$ cat config.mk
export PLATFORM = sky130hd
export DESIGN_NAME = passcode_lock
export DESIGN_NICKNAME = d
export VERILOG_FILES = /design/src/rtl/passcode_lock.sv
export SDC_FILE = /design/constraint.sdc
export NUM_CORES = 1
export LEC_CHECK = 0
export CAP_MARGIN = 0
export CORE_ASPECT_RATIO = 1.2
export CORE_MARGIN = 10
export CORE_UTILIZATION = 60
export DETAILED_ROUTE_END_ITERATION = 8
export DONT_BUFFER_PORTS = 1
export PLACE_DENSITY = 0.87
export SLEW_MARGIN = 10
export SYNTH_ARGS = -nofsm -noshare
export SYNTH_HDL_FRONTEND = slang
export SYNTH_SLANG_ARGS = --single-unit
$ cat constraint.sdc
create_clock -name clk -period 4.4 [get_ports clk]
set_input_delay 0.44 -clock clk [delete_from_list [all_inputs] [get_ports clk]]
set_output_delay 0.44 -clock clk [all_outputs]
set_load 0.005 [all_outputs]
$ cat src/rtl/passcode_lock.sv
// Keypad code-entry controller: buffers digits, checks them against a stored
// passcode, supports reprogramming while unlocked, and locks out after repeated failures.
module passcode_lock #(
    parameter int                    CODE_LEN       = 4,
    parameter logic [4*CODE_LEN-1:0] DEFAULT_CODE   = 16'h1234,
    parameter int                    MAX_TRIES      = 3,
    parameter int                    LOCKOUT_CYCLES = 1000
) (
    input  logic                         clk,
    input  logic                         reset,
    input  logic [3:0]                   digit,
    input  logic                         valid,
    output logic                         unlocked,
    output logic                         alarm,
    output logic                         ok,
    output logic                         error,
    output logic [$clog2(CODE_LEN+1)-1:0] entry_count,
    output logic [4*CODE_LEN-1:0]        entry
);
    // state    | meaning
    // LOCKED   | collecting digits, E compares against code
    // UNLOCKED | open; A/E relock, C starts reprogramming
    // PROGRAM  | collecting digits, E stores them as the new code
    // LOCKOUT  | alarm held, all keys ignored until timer expires

    localparam int CW = $clog2(CODE_LEN+1);
    localparam int FW = $clog2(MAX_TRIES+1);
    localparam int TW = $clog2(LOCKOUT_CYCLES+1);

    localparam logic [CW-1:0] FULL       = CW'(CODE_LEN);
    localparam logic [FW-1:0] TRIES_LAST = FW'(MAX_TRIES-1);
    localparam logic [TW-1:0] TIMER_INIT = TW'(LOCKOUT_CYCLES-1);

    localparam logic [3:0] KEY_CLR = 4'hA;
    localparam logic [3:0] KEY_CHG = 4'hC;
    localparam logic [3:0] KEY_ENT = 4'hE;

    typedef enum logic [1:0] {
        S_LOCKED   = 2'd0,
        S_UNLOCKED = 2'd1,
        S_PROGRAM  = 2'd2,
        S_LOCKOUT  = 2'd3
    } state_t;

    state_t                state;
    logic [4*CODE_LEN-1:0] code;
    logic [FW-1:0]         fail_cnt;
    logic [TW-1:0]         timer;
    logic                  overflow;

    logic                  is_digit;
    logic                  accept;
    logic                  buf_push;
    logic                  buf_clear;
    logic                  entry_full;
    logic [4*CODE_LEN+3:0] shifted;

    assign is_digit   = (digit <= 4'd9);
    assign accept     = valid && (state != S_LOCKOUT);
    assign entry_full = (entry_count == FULL) && !overflow;
    assign shifted    = {entry, digit};

    always_comb begin
        buf_push  = 1'b0;
        buf_clear = 1'b0;
        if (accept) begin
            if (is_digit)
                buf_push = (state == S_LOCKED) || (state == S_PROGRAM);
            else if (digit == KEY_CLR || digit == KEY_ENT)
                buf_clear = 1'b1;
            else if (digit == KEY_CHG)
                buf_clear = (state == S_UNLOCKED);
        end
    end

    // Entry buffer: once full, new digits push out the oldest and mark overflow.
    always_ff @(posedge clk or posedge reset) begin
        if (reset) begin
            entry       <= '0;
            entry_count <= '0;
            overflow    <= 1'b0;
        end else if (buf_clear) begin
            entry       <= '0;
            entry_count <= '0;
            overflow    <= 1'b0;
        end else if (buf_push) begin
            entry <= shifted[4*CODE_LEN-1:0];
            if (entry_count == FULL)
                overflow <= 1'b1;
            else
                entry_count <= entry_count + 1'b1;
        end
    end

    always_ff @(posedge clk or posedge reset) begin
        if (reset) begin
            state    <= S_LOCKED;
            code     <= DEFAULT_CODE;
            fail_cnt <= '0;
            timer    <= '0;
            unlocked <= 1'b0;
            alarm    <= 1'b0;
            ok       <= 1'b0;
            error    <= 1'b0;
        end else begin
            ok    <= 1'b0;
            error <= 1'b0;
            case (state)
                S_LOCKED: begin
                    if (valid && digit == KEY_ENT) begin
                        if (entry_full && entry == code) begin
                            state    <= S_UNLOCKED;
                            unlocked <= 1'b1;
                            fail_cnt <= '0;
                            ok       <= 1'b1;
                        end else begin
                            error <= 1'b1;
                            if (fail_cnt == TRIES_LAST) begin
                                state    <= S_LOCKOUT;
                                alarm    <= 1'b1;
                                timer    <= TIMER_INIT;
                                fail_cnt <= '0;
                            end else begin
                                fail_cnt <= fail_cnt + 1'b1;
                            end
                        end
                    end
                end
                S_UNLOCKED: begin
                    if (valid && (digit == KEY_CLR || digit == KEY_ENT)) begin
                        state    <= S_LOCKED;
                        unlocked <= 1'b0;
                    end else if (valid && digit == KEY_CHG) begin
                        state <= S_PROGRAM;
                    end
                end
                S_PROGRAM: begin
                    if (valid && digit == KEY_ENT) begin
                        if (entry_full) begin
                            code  <= entry;
                            state <= S_UNLOCKED;
                            ok    <= 1'b1;
                        end else begin
                            error <= 1'b1;
                        end
                    end else if (valid && digit == KEY_CLR) begin
                        state <= S_UNLOCKED;
                    end
                end
                S_LOCKOUT: begin
                    if (timer == '0) begin
                        state <= S_LOCKED;
                        alarm <= 1'b0;
                    end else begin
                        timer <= timer - 1'b1;
                    end
                end
                default: state <= S_LOCKED;
            endcase
        end
    end
endmodule

==> impl_metrics.py <==
metrics = {
    "critical_path": {
        "crit-reg2reg-launch": "entry_count[0]",
        "start_kind": "flop",
        "end_kind": "flop",
        "ff2ff_path_depth": 7,
        "worst-endpoint-required_ns": 4.57,
        "timing.rr.end": "timer[1]",
        "worst_path_max_fanout": 7,
        "arrival_ns": 2.40,
        "criticalPathCategory": "flop to flop",
        "regToRegSetupSlack_ns": 2.17,
        "critPathLaunch": "entry_count[0]",
    },
    "floorplanning": {
        "ioPinCount": 30,
        "overall_die_height_um": 94.10,
        "row_count": 26,
        "die_width_um": 81.75,
        "fp.coreArea_um2": 4327,
        "initial_utilization_pct": 63.45,
        "dieArea_um2": 7692,
    },
    "sta": {
        "worst_slew_pin_slew_ns": 1.121,
        "hold_viol": 0,
        "finalSetupTns_ns": 0,
        "drv_slew": 0,
        "max-slew-margin-rel_pct": 25.29,
        "rsz0062_at_grt": "false",
        "timing.fmax_ghz": 0.4494,
        "finalWorstPathRequiredPeriod_ns": 2.225,
        "final_min_period_over_clock_period_pct": 50.58,
        "setup-violations-final": 0,
        "worst_clock_skew_ns": 0.009514,
    },
    "route": {
        "drt-pass1-iter-count": 4,
        "detail_route.wirelength_um": 5864,
        "vias_per_cell": 6.111,
        "vias": 2035,
        "initialDrtViolationCount": 108,
        "residual_drc": 0,
        "wl_per_cell_um": 17.61,
        "post_drt_antenna_nets": 0,
    },
    "finish": {
        "layout.area.seq_um2": 1358,
        "multiInputGateArea_um2": 1333,
        "fill_cells": 322,
        "diodes": 0,
        "final_layout_size_suffix_gt1_share_pct": 15.52,
        "design.final.nets": 287,
        "area_delta_synth_final_pct": 5.743,
        "number_of_standard_cells_in_the_layout_taps_in_and_fillers_out": 333,
    },
    "yosys": {
        "synth_xor_area_share_pct": 5.743,
        "area_share_of_fa_ha_maj_cells_after_synthesis_pct": 1.823,
        "post_synthesis_simple_gate_area_fraction_pct": 21.42,
        "netlist_area_um2": 2745,
        "ys.flop_type": "dfrtp_1",
        "synthesis.instances": 279,
        "synth_sequential_area_ratio_pct": 49.45,
        "synth_fp_nets": 290,
        "synth_seq_cells": 54,
        "synth_top_family_by_area": "simple AND/OR/NAND/NOR gates",
        "synth-async-reset-ratio_pct": 100.0,
        "synth_mux_area_share_pct": 6.563,
        "postSynthAreaPerCell_um2": 9.839,
        "synth_warnings": 0,
        "synth_edf_count": 0,
        "synth_compound_gate_area_share_pct": 12.72,
        "netlist-cell-type-count": 48,
    },
    "power_and_ir_drop": {
        "leakage_nw": 1.278,
        "ir_worst_vdd_mv": 0.3837,
        "power_density_nw_per_um2": 474.5,
    },
    "min_path": {
        "whs_endpoint": "entry[0]",
        "whs_path_depth": 2,
        "hold_crit_class": "primary input to flop",
        "timing.hold.worst.start": "digit[0]",
    },
    "placement": {
        "numPlacedInstances": 325,
        "port_buffers": 0,
        "placer_congestion_estimate": 0.8315,
        "hpwl_um": 4048,
    },
    "flow_run": {
        "cap_viol_max_count": 0,
    },
    "global_route": {
        "gr-total-overflow": 0,
        "number_of_global_route_vias_before_repair": 1971,
        "grt_max_degree": 55,
        "grt_pass1_wl_um": 9570,
        "antenna_found_initial": 0,
        "grtUsageTotal_pct": 15.74,
    },
    "cts": {
        "root_buffer_cell": "clkbuf_8",
        "tritoncts_buffer_count": 5,
        "cts_max_path_buffers": 2,
        "post_cts_resized": 0,
        "clock_tree.htree_level_count": 2,
        "clock_sinks": 54,
        "post_cts_hold_buffer_count": 0,
        "postcts_setup_bufs": 0,
        "path_clk_slew_ns": 0.10,
        "clock_tree_from_tritoncts": "yes",
        "clkLatencyLatePin_ns": 0.31,
    },
    "run_status": {
        "status": "finished clean",
    },
}
## per-layer routing
| layer | GRT usage [%] | up-vias | routed length, um |
|---|---|---|---|
| met1 | 18.86 | 1001 | 2494 |
| met4 | 6.534 | 0 | 104 |
| met3 | 4.502 | 10 | 325 |
| met5 | 0 | - | 0 |
| li1 | - | 975 | - |
| met2 | 25.59 | 49 | 2939 |
## area by class of cell
class | instances | share of cell area (%)
clock inverter | 3 | 1.638
sequential | 54 | 46.77
tap | 56 | 2.414
inverter | 5 | 0.6466
multi-input combinational | 209 | 45.91
clock buffer | 5 | 2.371
timing repair buffer | 1 | 0.2586
## report_power, final
part | total (W) | switching (W) | internal [W]
Combinational | 0.000300 | 0.000167 | 0.000133
Sequential | 0.000732 | 0.000142 | 0.000589
Clock | 0.000346 | 0.000173 | 0.000173
## kinds of logic after synthesis
| group | count (synthesis) |
|---|---|
| compound gates | 55 |
| xor+xnor | 18 |
| fa+ha+maj | 4 |
| buf+inv | 16 |
| flops | 54 |
| mux | 16 |
| simple gates | 116 |
## metrics by stage
stage	instance area, um^2	setup WS [ns]	hold WS, ns	total power [W]	util (%)
final	2903	2.175	0.2465	0.001377	67.09
after detailed placement	2784	1.886	0.5115	0.001039	64.34
after global placement	2784	1.936	0.4843	0.001019	64.34
after global routing	2903	2.048	0.2445	0.001467	67.09
after floorplan	2745	2.411	0.4705	0.0009514	-
after CTS	2900	1.856	0.2442	0.001383	67.03
## worst max path at each step
stage | to | slack [ns] | cells past startpoint
floorplan | code[0] | 2.41 | 8
global route | code[14] | 2.05 | 7
global placement | code[8] | 1.94 | 7
detailed placement | code[10] | 1.89 | 7
CTS | code[13] | 1.86 | 7
finish | timer[1] | 2.17 | 7
## state kept, by name, summed over array words and instances, names as in the netlist, 2 cells and up
register     count
fail_cnt         2
entry_count      3
code            16
state            2
entry           16
timer           10
## cell usage after synthesis (3+ instances only)
master | count | area share, %
nand2_1 | 45 | 6.2
nor4_1 | 8 | 1.8
a22oi_1 | 3 | 0.82
nor2_1 | 21 | 2.9
xor2_1 | 15 | 4.8
nor3b_1 | 3 | 0.82
xnor2_1 | 3 | 0.96
o21ai_0 | 8 | 1.5
inv_1 | 5 | 0.68
or3_1 | 3 | 0.68
nand2b_1 | 5 | 1.1
a31oi_1 | 4 | 0.91
ha_1 | 4 | 1.8
clkbuf_1 | 8 | 1.1
nand3b_1 | 3 | 0.82
and2_1 | 3 | 0.68
nor3_1 | 6 | 1.1
dfrtp_1 | 49 | 45
nand3_1 | 3 | 0.55
mux2_2 | 16 | 6.6
a21oi_1 | 27 | 4.9
or2_2 | 3 | 0.68
dfstp_2 | 5 | 4.8
## critical path, cell delays in order (launching register included)
cell and delay [ns]:
dfrtp_1 0.42, inv_1 0.11, ha_1 0.21, nand3b_1 0.17, or4_1 0.43, or3b_4 0.43
o21bai_4 0.22, a22oi_1 0.10
## cell usage in the layout (no fill, tap or decap), types with 2 or more instances in the layout
cell	count
dfrtp_1	49
nand2_1	45
a21oi_1	27
nor2_1	20
mux2_2	16
xor2_1	15
nor4_1	8
o21ai_0	8
nand2b_1	5
nor3_1	5
clkbuf_8	5
dfstp_2	5
a31oi_1	4
inv_1	4
ha_1	4
xnor2_1	3
nand3b_1	3
or2_2	3
and2_1	3
or3_1	3
nand3_1	3
nor3b_1	3
a22oi_1	3
nor4b_1	2
nor2b_1	2
nor3_2	2
o31a_1	2
(Power assumes the default switching activity.)
